`src/rtl/seqgen_pkg.sv`:
```
// Shared definitions for the serial sequence generator: FSM state
// encoding and the default maximum pattern length.
package seqgen_pkg;

    localparam int MAX_LEN_DEFAULT = 8;

    // 2'b11 is unreachable in normal operation and recovers to IDLE
    typedef enum logic [1:0] {
        IDLE  = 2'b00,
        SHIFT = 2'b01,
        DONE  = 2'b10,
        BAD   = 2'b11
    } state_t;

endpackage

```
`src/rtl/seqgen_shifter.sv`:
```
// Datapath of the sequence generator: MSB-aligned pattern load,
// shift-left register and bits-remaining down-counter.
// Look-ahead outputs let the top register w_out/bit_count in step
// with the shift register itself.
module seqgen_shifter
    import seqgen_pkg::*;
#(
    parameter int MAX_LEN = MAX_LEN_DEFAULT,
    parameter int CW      = 4
) (
    input  logic               clock,
    input  logic               resetn,
    input  logic               load,
    input  logic               shift,
    input  logic               clear,
    input  logic [MAX_LEN-1:0] pattern,
    input  logic [CW-1:0]      len,
    output logic               next_msb,
    output logic [CW-1:0]      next_cnt,
    output logic [CW-1:0]      cnt
);

    logic [MAX_LEN-1:0] sreg;
    logic [MAX_LEN-1:0] sreg_next;
    logic [CW-1:0]      cnt_next;
    logic [CW-1:0]      pad;

    // Next register contents: clear wins, then load (bit[len-1] moved to the MSB), then shift
    always_comb begin
        pad       = CW'(MAX_LEN) - len;
        sreg_next = sreg;
        cnt_next  = cnt;
        if (clear) begin
            sreg_next = '0;
            cnt_next  = '0;
        end else if (load) begin
            sreg_next = pattern << pad;
            cnt_next  = len;
        end else if (shift) begin
            sreg_next = sreg << 1;
            cnt_next  = cnt - CW'(1);
        end
    end

    // Shift register and counter state
    always_ff @(posedge clock or negedge resetn) begin
        if (!resetn) begin
            sreg <= '0;
            cnt  <= '0;
        end else begin
            sreg <= sreg_next;
            cnt  <= cnt_next;
        end
    end

    assign next_msb = sreg_next[MAX_LEN-1];
    assign next_cnt = cnt_next;

endmodule

```
`src/rtl/sequence_generator.sv`:
```
// Serial sequence generator: on start, sends the low `length` bits of
// `pattern` MSB first on w_out, then pulses done for one cycle.
// Optional feature: define SEQGEN_REPEAT_EN to let repeat_req reload
// the pattern seamlessly at the end of each run.
// The continuous-loop input is named repeat_req because `repeat` is a
// reserved word.
module sequence_generator
    import seqgen_pkg::*;
#(
    parameter int MAX_LEN = MAX_LEN_DEFAULT,
    parameter int CW      = 4
) (
    input  logic               clock,
    input  logic               resetn,
    input  logic               start,
    input  logic [MAX_LEN-1:0] pattern,
    input  logic [CW-1:0]      length,
    input  logic               repeat_req,
    output logic               w_out,
    output logic               busy,
    output logic               done,
    output logic [CW-1:0]      bit_count,
    output logic [1:0]         state
);

    state_t        state_q;
    state_t        state_next;
    logic          load;
    logic          shift;
    logic          clear;
    logic          reload_ok;
    logic          next_msb;
    logic [CW-1:0] next_cnt;
    logic [CW-1:0] cnt;
    logic [CW-1:0] len_clamped;

    assign len_clamped = (length > CW'(MAX_LEN)) ? CW'(MAX_LEN) : length;

`ifdef SEQGEN_REPEAT_EN
    assign reload_ok = repeat_req && (length != '0);
`else
    logic unused_repeat;
    assign unused_repeat = repeat_req;
    assign reload_ok     = 1'b0;
`endif

    seqgen_shifter #(
        .MAX_LEN(MAX_LEN),
        .CW     (CW)
    ) u_shifter (
        .clock   (clock),
        .resetn  (resetn),
        .load    (load),
        .shift   (shift),
        .clear   (clear),
        .pattern (pattern),
        .len     (len_clamped),
        .next_msb(next_msb),
        .next_cnt(next_cnt),
        .cnt     (cnt)
    );

    // Next-state and datapath control; start is only looked at in IDLE
    always_comb begin
        state_next = IDLE;
        load       = 1'b0;
        shift      = 1'b0;
        clear      = 1'b0;
        case (state_q)
            IDLE: begin
                if (start && (length != '0)) begin
                    state_next = SHIFT;
                    load       = 1'b1;
                end
            end
            SHIFT: begin
                if (cnt == CW'(1)) begin
                    if (reload_ok) begin
                        state_next = SHIFT;
                        load       = 1'b1;
                    end else begin
                        state_next = DONE;
                        clear      = 1'b1;
                    end
                end else begin
                    state_next = SHIFT;
                    shift      = 1'b1;
                end
            end
            DONE: state_next = IDLE;
            default: begin
                state_next = IDLE;
                clear      = 1'b1;
            end
        endcase
    end

    // State and registered outputs, all derived from the upcoming state
    always_ff @(posedge clock or negedge resetn) begin
        if (!resetn) begin
            state_q   <= IDLE;
            w_out     <= 1'b0;
            busy      <= 1'b0;
            done      <= 1'b0;
            bit_count <= '0;
        end else begin
            state_q   <= state_next;
            w_out     <= (state_next == SHIFT) && next_msb;
            busy      <= (state_next == SHIFT);
            done      <= (state_next == DONE);
            bit_count <= (state_next == SHIFT) ? next_cnt : '0;
        end
    end

    assign state = state_q;

endmodule

```
`config.mk`:
```
export PLATFORM = sky130hd
export DESIGN_NAME = sequence_generator
export DESIGN_NICKNAME = d
export VERILOG_FILES = /design/src/rtl/seqgen_pkg.sv /design/src/rtl/seqgen_shifter.sv /design/src/rtl/sequence_generator.sv
export SDC_FILE = /design/constraint.sdc
export NUM_CORES = 1
export LEC_CHECK = 0
export ABC_AREA = 0
export BUFFER_PORTS_ARGS = -buffer_cell sky130_fd_sc_hd__buf_2
export CORE_ASPECT_RATIO = 1.1
export CORE_MARGIN = 10
export CORE_UTILIZATION = 48
export DETAILED_ROUTE_END_ITERATION = 8
export GPL_ROUTABILITY_DRIVEN = 0
export PLACE_DENSITY = 0.71
export SYNTH_ARGS = -nofsm -noshare
export SYNTH_HDL_FRONTEND = slang
export SYNTH_SLANG_ARGS = --single-unit
export TNS_END_PERCENT = 50
```
`constraint.sdc`:
```
create_clock -name clock -period 4.8 [get_ports clock]
set_clock_uncertainty 0.15 [all_clocks]
set_input_delay 0.72 -clock clock [delete_from_list [all_inputs] [get_ports clock]]
set_output_delay 0.72 -clock clock [all_outputs]
set_load 0.05 [all_outputs]
```
# Word-level counts from Yosys, hierarchy flattened
# Index checks and enable logic that the tools add are counted.
dict set report word_totals {
  register_bits 21
  inputBits 16
  out_inout_bits 9
  elab_cells 40
}
dict set report op_classes {
  addsub 2
  magnitude_cmp 1
  n_eq_ne 5
  shift 1
  n_mux 17
  n_reduce_logical 6
}
# op count
set op_table {}
lappend op_table {{2-to-1 mux 8 bit} 3}
lappend op_table {{2-to-1 mux 4 bit} 5}
lappend op_table {{<< shifter 8 x 4 -> 8 bit} 1}
lappend op_table {{2-to-1 mux 1 bit} 6}
lappend op_table {{equality test 2 x 1 -> 1 bit, second input constant} 2}
lappend op_table {{equality test 2 bit, second input constant} 2}
lappend op_table {{equality test 4 x 1 -> 1 bit, second input constant} 1}
lappend op_table {{> comparator 4 bit, second input constant} 1}
lappend op_table {{case mux 2 bit (2 select lines)} 1}
lappend op_table {{nonzero test 4 bit} 1}
lappend op_table {{subtractor 4 x 1 -> 4 bit, second input constant} 1}
lappend op_table {{subtractor 4 bit, first input constant} 1}
lappend op_table {{nonzero test 3 bit} 1}
lappend op_table {{logical AND 1 bit} 2}
lappend op_table {{logical NOT 2 bit} 1}
lappend op_table {{2-to-1 mux 2 bit} 1}
lappend op_table {{case mux 1 bit (2 select lines)} 1}
lappend op_table {{OR reduction 2 bit} 1}

# Depth between registers and ports, before layout
# Gate-level depths: netlist of the first run.
dict set report depth {
  word_depth 7
  depth_mapped 7
  ltp_nobuf 6
}

# By module
# From an unflattened synthesis of the first run, not the netlist that was laid out.
dict set report hier_totals {
  hier_cells 135
  hier_area_um2 1388.8
}
# module instances cells_per_inst area_per_inst_um2
set modules_own_cells {}
lappend modules_own_cells {seqgen_shifter 1 93 883.3}
lappend modules_own_cells {sequence_generator 1 42 505.5}

# Worst setup path before layout of the first run
# Ideal clock, no wire load.
dict set report synth_path {
  path_type {input-to-reg}
  start {in length[0]}
  end {reg u_shifter.sreg[5]}
  arrival_time_ns 1.939
  path_slack_ns 2.575
  stages 7
  path_buffers 1
  cell_sequence {nor2b_1 buf_4 inv_1 ha_1 xor2_1 nand2_1 a2bb2oi_1}
}
dict set report synth_between {
  elab_chain_len 6
  elab_cells_between_ends 11
}
# item line_no
set synth_rtl {}
lappend synth_rtl {{start, declared} sequence_generator.sv:17} ;# input logic [CW-1:0] length,
lappend synth_rtl {{> comparator 4 bit / nonzero test 4 bit (equally long branches)} {sequence_generator.sv:37, sequence_generator.sv:71}}
lappend synth_rtl {{2-to-1 mux 4 bit / logical AND 1 bit (equally long branches)} {sequence_generator.sv:37, sequence_generator.sv:71}}
lappend synth_rtl {{subtractor 4 bit / 2-to-1 mux 1 bit (equally long branches)} {seqgen_shifter.sv:30, sequence_generator.sv:71}}
lappend synth_rtl {{<< shifter 8 x 4 -> 8 bit / 2-to-1 mux 1 bit (equally long branches)} n/a}
lappend synth_rtl {{2-to-1 mux 8 bit} seqgen_shifter.sv:36} ;# end else if (load) begin
lappend synth_rtl {{2-to-1 mux 8 bit} seqgen_shifter.sv:33} ;# if (clear) begin
lappend synth_rtl {{end signal, assigned} seqgen_shifter.sv:51} ;# sreg <= sreg_next;
lappend synth_rtl {{end, declared} seqgen_shifter.sv:23} ;# logic [MAX_LEN-1:0] sreg;
# Several ways; a longest one is shown, not always the timed one.
# A chain may end at the register's enable or synchronous reset.

# Final worst setup path of the first run
dict set report layout_path {
  start {in length[3]}
  end {reg u_shifter.sreg[5]}
}
# Same word-level chain as after synthesis.

==> results of run 1 <==
## final timing paths
path	slack, ns	endpoint	from	cells after the start
hold reg to reg	0.36	u_shifter.sreg[3]$_DFFE_PN0P_	u_shifter.sreg[3]$_DFFE_PN0P_	2
max in group asynchronous	4.00	u_shifter.sreg[0]$_DFFE_PN0P_	resetn	1
min in group clock	0.36	u_shifter.sreg[3]$_DFFE_PN0P_	u_shifter.sreg[3]$_DFFE_PN0P_	2
setup reg to reg	2.69	u_shifter.sreg[5]$_DFFE_PN0P_	u_shifter.cnt[0]$_DFF_PN0_	5
hold / removal	0.21	u_shifter.sreg[5]$_DFFE_PN0P_	resetn	1
setup / recovery	1.99	u_shifter.sreg[5]$_DFFE_PN0P_	length[3]	7
## sequential cells by signal, summed over array words and instances (netlist names)
signal	cells
state	2
done	1
busy	1
w_out	1
bit_count	4
u_shifter.cnt	4
u_shifter.sreg	7
## cell usage after synthesis (2+ instances only)
| master | instances | area share [%] |
|---|---|---|
| dfrtp_1 | 20 | 39 |
| nand2_1 | 12 | 3.5 |
| o21ai_0 | 10 | 3.9 |
| a21oi_1 | 8 | 3.1 |
| nor2_1 | 6 | 1.8 |
| inv_1 | 5 | 1.5 |
| nand3_1 | 5 | 2.0 |
| mux2i_1 | 4 | 3.1 |
| nor2b_1 | 4 | 2.0 |
| xnor2_1 | 4 | 2.7 |
| ha_1 | 3 | 2.9 |
| mux4_2 | 3 | 5.3 |
| o21bai_1 | 3 | 1.8 |
| xor2_1 | 3 | 2.1 |
| a2bb2oi_1 | 2 | 1.4 |
| a32oi_1 | 2 | 1.4 |
| buf_2 | 2 | 0.78 |
| buf_6 | 2 | 1.8 |
| nor3_1 | 2 | 0.78 |
| nor3b_1 | 2 | 1.2 |
| nor4_1 | 2 | 0.98 |
| o21a_1 | 2 | 1.2 |
| or3b_1 | 2 | 1.4 |
## worst max-delay path, delay by kind of cell
family	cells	cell delay (ns)
AOI/OAI and AO/OA	2	0.43
xor gates and xnor gates	1	0.49
adders and majority gates	1	0.29
buffers and inverters	2	0.35
and+or+nand+nor	1	0.59
## cell usage in the layout, fill, tap and decap left out, types with 2 or more instances in the layout
master and count:
xor2_1 3, o21a_1 2, clkbuf_4 3, mux4_2 3
xnor2_1 4, buf_2 23, a21oi_1 8, nand3_1 5
nor2b_1 4, ha_1 3, nand2_1 12, o21bai_1 3
a32oi_1 2, nor3_1 2, mux2i_1 4, nor2_1 6
or3b_1 2, dfrtp_1 20, nor4_1 2, nor3b_1 2
a2bb2oi_1 2, inv_1 5, o21ai_0 10
## routing by layer
metal | GRT usage [%] | wire [µm] | vias to the layer above
li1 | - | - | 523
met3 | 1.99 | 150 | 4
met4 | 5.37 | 51 | 0
met1 | 14.6 | 1400 | 539
met2 | 18.3 | 1340 | 42
met5 | 0 | 0 | -
## area by class of cell
class | count | area [µm²]
Clock buffer | 4 | 36.3
Fill cell | 232 | 1090
Inverter | 5 | 18.8
Multi-Input combinational cell | 99 | 721
Sequential cell | 20 | 500
Tap cell | 31 | 38.8
Timing Repair Buffer | 23 | 115
## power by group through the flow
stage / sequential, µW / combinational, µW / clock [µW]
final: 299 / 480 / 94.4
after CTS: 298 / 482 / 97.4
after detailed placement: 302 / 478 / 0
after global placement: 300 / 470 / 0
after global routing: 311 / 525 / 103
after floorplan: 395 / 280 / 0
## per-stage QoR
stage | utilization, % | hold WS [ns] | instances
2_1_floorplan | - | 0.274 | 129
3_3_place_gp | 55.3 | 0.323 | 178
3_5_place_dp | 55.3 | 0.342 | 178
4_1_cts | 56.8 | 0.217 | 182
5_1_grt | 56.8 | 0.231 | 182
6_report | 56.8 | 0.205 | 182
## kinds of logic (layout without fill, tap and decap cells)
group / count (synthesis) / after routing / synth area share [%]
and+or+nand+nor: 44 / 44 / 19.6
AOI/OAI and AO/OA: 38 / 38 / 20.5
DFF: 20 / 20 / 39.1
buffers and inverters: 10 / 32 / 4.59
xor gates and xnor gates: 7 / 7 / 4.79
muxes: 7 / 7 / 8.41
adders and majority gates: 3 / 3 / 2.93
==> results_dict.tcl, run 1 <==
set metrics [dict create \
    synthArstFlopShare_pct 100 \
    tightest_slew_ns 0.730 \
    die-area_mm2 0.00513 \
    ant_nets 0 \
    grt_pass1_wl_um 5040 \
    cts_setup_buffers 0 \
    clock_latency_ns 0.29 \
    slew_violations 0 \
    cts_sinks 20 \
    rows 19 \
    dp_hpwl_um 2300 \
    drt_pre_antenna_iters 4 \
    ioPinCount 25 \
    fp.dieH_um 74.2 \
    portBuffers 23 \
    swShare_pct 48.3 \
    ys_types 44 \
    startpoint_type "input port" \
    clock_path_buffers 2 \
    relSlewSlack_pct 51.2 \
    grt_overflow 0 \
    cp-end-kind "flop" \
    fin_ws_ns 1.99 \
    synth_edf_count 0 \
    crit_arrival_ns 2.88 \
    rsz0062_at_grt "no" \
    path_clk_slew_ns 0.11 \
    fp.dieW_um 69.2 \
    holdBufCountCts 0 \
    grt_pass1_vias 1112 \
    cts_made_buffers 3 \
    power_frac_seq_pct 34.2 \
    yosysWarningCount 0 \
    initial_core_util_pct 50.8 \
    synthFlopType "dfrtp_1" \
    netSwitchingPower_uw 421 \
    cp.required_ns 4.87 \
    core_area_mm2 0.00252 \
    htreeDepth 1 \
    nets 171 \
    antenna_found_initial 0 \
    comb_power_share_pct 55.0 \
    cts_resized 0 \
    postPlaceCellArea_mm2 0.00139 \
    critPathKind "input port to flop" \
    ys_seq_area_share_pct 39.1 \
    antenna_cells 0 \
    finalHoldViolations 0 \
    cts-root-buf "clkbuf_4" \
    critPathMaxFanout 11 \
    dp_slack_ns 1.73 \
    p_leak_uw 0.000619 \
    intPower_uw 452 \
    layout_min_cycle_time_ns 2.81 \
    syn_to_final_growth_pct 11.7 \
    power.density_mw_per_mm2 610 \
    syn_area_mm2 0.00128 \
    setup_viol 0 \
    drt-initial-drc-count 39 \
    hp-class "input port to async pin" \
    crit_path_max_incr_delay_ns 0.59 \
    wl_um 2930 \
    syn_avg_cell_area_um2 9.92 \
    drv_cap 0 \
    vias 1108 \
    tns_ns 0 \
    grtUsageTotal_pct 11.4 \
    avgViaCountPerCell 6.09 \
    path_cells "buf_2 > nor2b_1 > inv_1 > ha_1 > xor2_1 > o311ai_0 > a2bb2oi_1" \
    postSynthCellCount 129 \
    synth_seq_cells 20 \
    ir_drop_v 0.000339 \
    wl_per_cell_um 16.1 \
    drc_errors 0 \
    postLayoutCellArea_mm2 0.00143 \
    slowest_stage "nor2b_1" \
    grt_max_degree 21 \
    cts_tree "yes" \
    period_share_pct 58.5 \
    syn_nets 148 \
    power_uw 873 \
    status "finished clean" \
    final_layout_size_suffix_gt1_share_pct 26.5 \
    p_clk_share_pct 10.8 \
    max_freq_ghz 0.356 \
]
Note: power is estimated with default switching activity, not from simulation.
==> inputs of run 2 (changes only) <==
- ABC_AREA: 0 -> 1
- PLACE_DENSITY: 0.71 -> 0.7
- clock period: 4.8 -> 2.9 ns (I/O delays scaled with it)
==> run 2 against run 1 <==
Sequential cell count rose by 1. Cell area rose by 6.6%. Register-to-register slack got worse by 1.4 ns. Worst hold slack improved by 0.081 ns. Critical path depth rose by 3. Cell count rose by 41%. Combinational power rose by 88%. Sequential power rose by 64%. Synthesized cell count rose by 54%.
==> results_dict.tcl, run 2 <==
set metrics [dict create \
    vias 1251 \
    largestRegisters "u_shifter.sreg: 8 flops, bit_count: 4 flops, u_shifter.cnt: 4 flops" \
    cts_tree "yes" \
    grt_pass1_vias 1242 \
    cts_made_buffers 3 \
    period_share_pct 68.6 \
    fp.dieH_um 75.9 \
    largest_reg_flops 8 \
    htreeDepth 1 \
    holdBufCountCts 1 \
    cts_setup_buffers 0 \
    drt-initial-drc-count 33 \
    path_clk_slew_ns 0.12 \
    final_common_cell "nand2_1" \
    avgViaCountPerCell 4.87 \
    relSlewSlack_pct 69.4 \
    r2r-start "state[1]$_DFF_PN0_" \
    syn_avg_cell_area_um2 6.84 \
    grtUsageTotal_pct 11.8 \
    whs_ns 0.287 \
    antenna_cells 0 \
    hold_path.startpoint "pattern[0]" \
    grt_max_degree 22 \
    syn_nets 218 \
    layout_min_cycle_time_ns 1.99 \
    clock_latency_ns 0.31 \
    power_uw 1540 \
    r2r_slack_ns 1.29 \
    synth_common_cells "nand2_1 (78), nand3_1 (32), inv_1 (23)" \
    ys_seq_area_share_pct 38.6 \
    nets 244 \
    cts_sinks 21 \
    r2r_end "u_shifter.sreg[5]$_DFFE_PN0P_" \
    power.density_mw_per_mm2 1010 \
    synth_seq_cells 21 \
    ys_types 20 \
    dp_slack_ns 0.576 \
    critPathKind "input port to flop" \
    synth.area.top_cells "dfrtp_1 (39%), nand2_1 (22%), nand3_1 (12%), inv_1 (6.3%), nor2_1 (3.9%)" \
    nFillCells 305 \
    path_delay_family "simple AND/OR/NAND/NOR gates" \
    reg2reg_depth 8 \
    fin_ws_ns 0.911 \
    multi_input_area_um2 699 \
    seqCellArea_um2 526 \
    crit_arrival_ns 2.09 \
    cts-root-buf "clkbuf_4" \
    clock_path_buffers 2 \
    hold_depth 3 \
    postSynthCellCount 199 \
    synth_edf_count 0 \
    rows 20 \
    dp_hpwl_um 2310 \
    slew_violations 0 \
    ant_nets 0 \
    p_leak_uw 0.000882 \
    slowest_stage "ha_1" \
    rsz0062_at_grt "no" \
    die-area_mm2 0.00537 \
    setup_viol 0 \
    cp.required_ns 3.00 \
    synth.most_common_cell "nand2_1" \
    hp-class "input port to flop" \
    cp.buffers_inverters 3 \
    cp-end-kind "flop" \
    syn_to_final_growth_pct 12.0 \
    ir_drop_v 0.000525 \
    critPathMaxFanout 12 \
    initial_core_util_pct 49.5 \
    final_layout_size_suffix_gt1_share_pct 18.3 \
    top_register "u_shifter.sreg" \
    dp.cells 252 \
    max_freq_ghz 0.503 \
    grt_pass1_wl_um 5240 \
    final_cell_mix "nand2_1 (78), nand3_1 (32), inv_1 (23), buf_2 (23), dfrtp_1 (21)" \
    cts_resized 0 \
    final_cells 257 \
    drt_pre_antenna_iters 4 \
    syn_area_mm2 0.00136 \
    yosysTopAreaCellShare_pct 38.6 \
    grt_overflow 0 \
    status "finished clean" \
    startpoint_type "input port" \
    drv_cap 0 \
    crit_path_max_incr_delay_ns 0.45 \
    synthFlopType "dfrtp_1" \
    synthArstFlopShare_pct 100 \
    finalHoldViolations 0 \
    yosysWarningCount 0 \
    tns_ns 0 \
    wl_um 2880 \
    drc_errors 0 \
    tightest_slew_ns 0.459 \
    fp.dieW_um 70.8 \
    portBuffers 23 \
    min_to "u_shifter.sreg[0]$_DFFE_PN0P_" \
    yosysTopAreaCell "dfrtp_1" \
    path_cells "buf_2 > inv_1 > nand2_2 > ha_1 > inv_1 > nand3_1 > nand2_1 > nand2_1 > nand4_1 > nor2_1" \
    wl_per_cell_um 11.2 \
    ioPinCount 25 \
    antenna_found_initial 0 \
    core_area_mm2 0.00275 \
]
run 2: changes by cell type in the layout (fill, tap and decap cells not counted), sizes merged, moves of 4 or more:
cell,delta
nor2,+11
nand2,+69
nand3,+27
nor2b,-5
inv,+21
o21ai,-5
mux2i,-4
xnor2,-4
a21oi,-8
run 2: power by group:
group | switching [µW] | total, µW | internal [µW]
registers | 65.4 | 491 | 426
logic | 634 | 903 | 269
clock network | 91.7 | 143 | 51.6
run 2: worst min-delay path, delay by kind of cell:
family	cells	cell delay [ns]
buffers and inverters	1	0.11
and+or+nand+nor	1	0.10
AOI/OAI and AO/OA	1	0.07
run 2: layer usage:
layer / wire length, µm / GRT usage [%] / vias up / part of all wire [%]
met5: 0 / 0 / - / 0
met4: 49 / 5.16 / 0 / 1.7
met3: 150 / 2.60 / 4 / 5.2
met2: 1260 / 19.7 / 37 / 44
met1: 1420 / 14.4 / 538 / 49
li1: - / - / 672 / -
run 2: metrics by stage:
stage,cell area [µm²],util (%)
after floorplan,1360,-
after global routing,1530,55.4
after detailed placement,1490,54.0
final,1530,55.4
after global placement,1490,54.0
after CTS,1530,55.4
run 2: worst max-delay path by stage:
| stage | start | endpoint | slack, ns | depth (start not counted) |
|---|---|---|---|---|
| 6_report | length[3] | w_out$_DFF_PN0_ | 0.91 | 10 |
| 5_1_grt | length[0] | w_out$_DFF_PN0_ | 0.71 | 13 |
| 4_1_cts | length[3] | w_out$_DFF_PN0_ | 0.93 | 10 |
| 3_5_place_dp | length[0] | w_out$_DFF_PN0_ | 0.58 | 13 |
| 3_3_place_gp | length[0] | w_out$_DFF_PN0_ | 0.57 | 13 |
| 2_1_floorplan | length[0] | u_shifter.sreg[5]$_DFFE_PN0P_ | 0.95 | 13 |
run 2: cell families (layout without fill, tap and decap cells):
family | Yosys count | in the layout | share of synthesized area, %
AND/OR/NAND/NOR | 136 | 136 | 43.9
buffers and inverters | 30 | 55 | 10.0
flip-flops | 21 | 21 | 38.6
AO/OA/AOI/OAI | 9 | 9 | 4.69
adder cells (fa/ha/maj) | 3 | 3 | 2.76
run 2: final cells by class:
| type | count | area share (%) |
|---|---|---|
| Multi-Input combinational cell | 148 | 45.9 |
| Timing Repair Buffer | 24 | 8.20 |
| Tap cell | 33 | 2.71 |
| Clock inverter | 1 | 0.328 |
| Clock buffer | 3 | 1.48 |
| Sequential cell | 21 | 34.5 |
| Inverter | 27 | 6.97 |
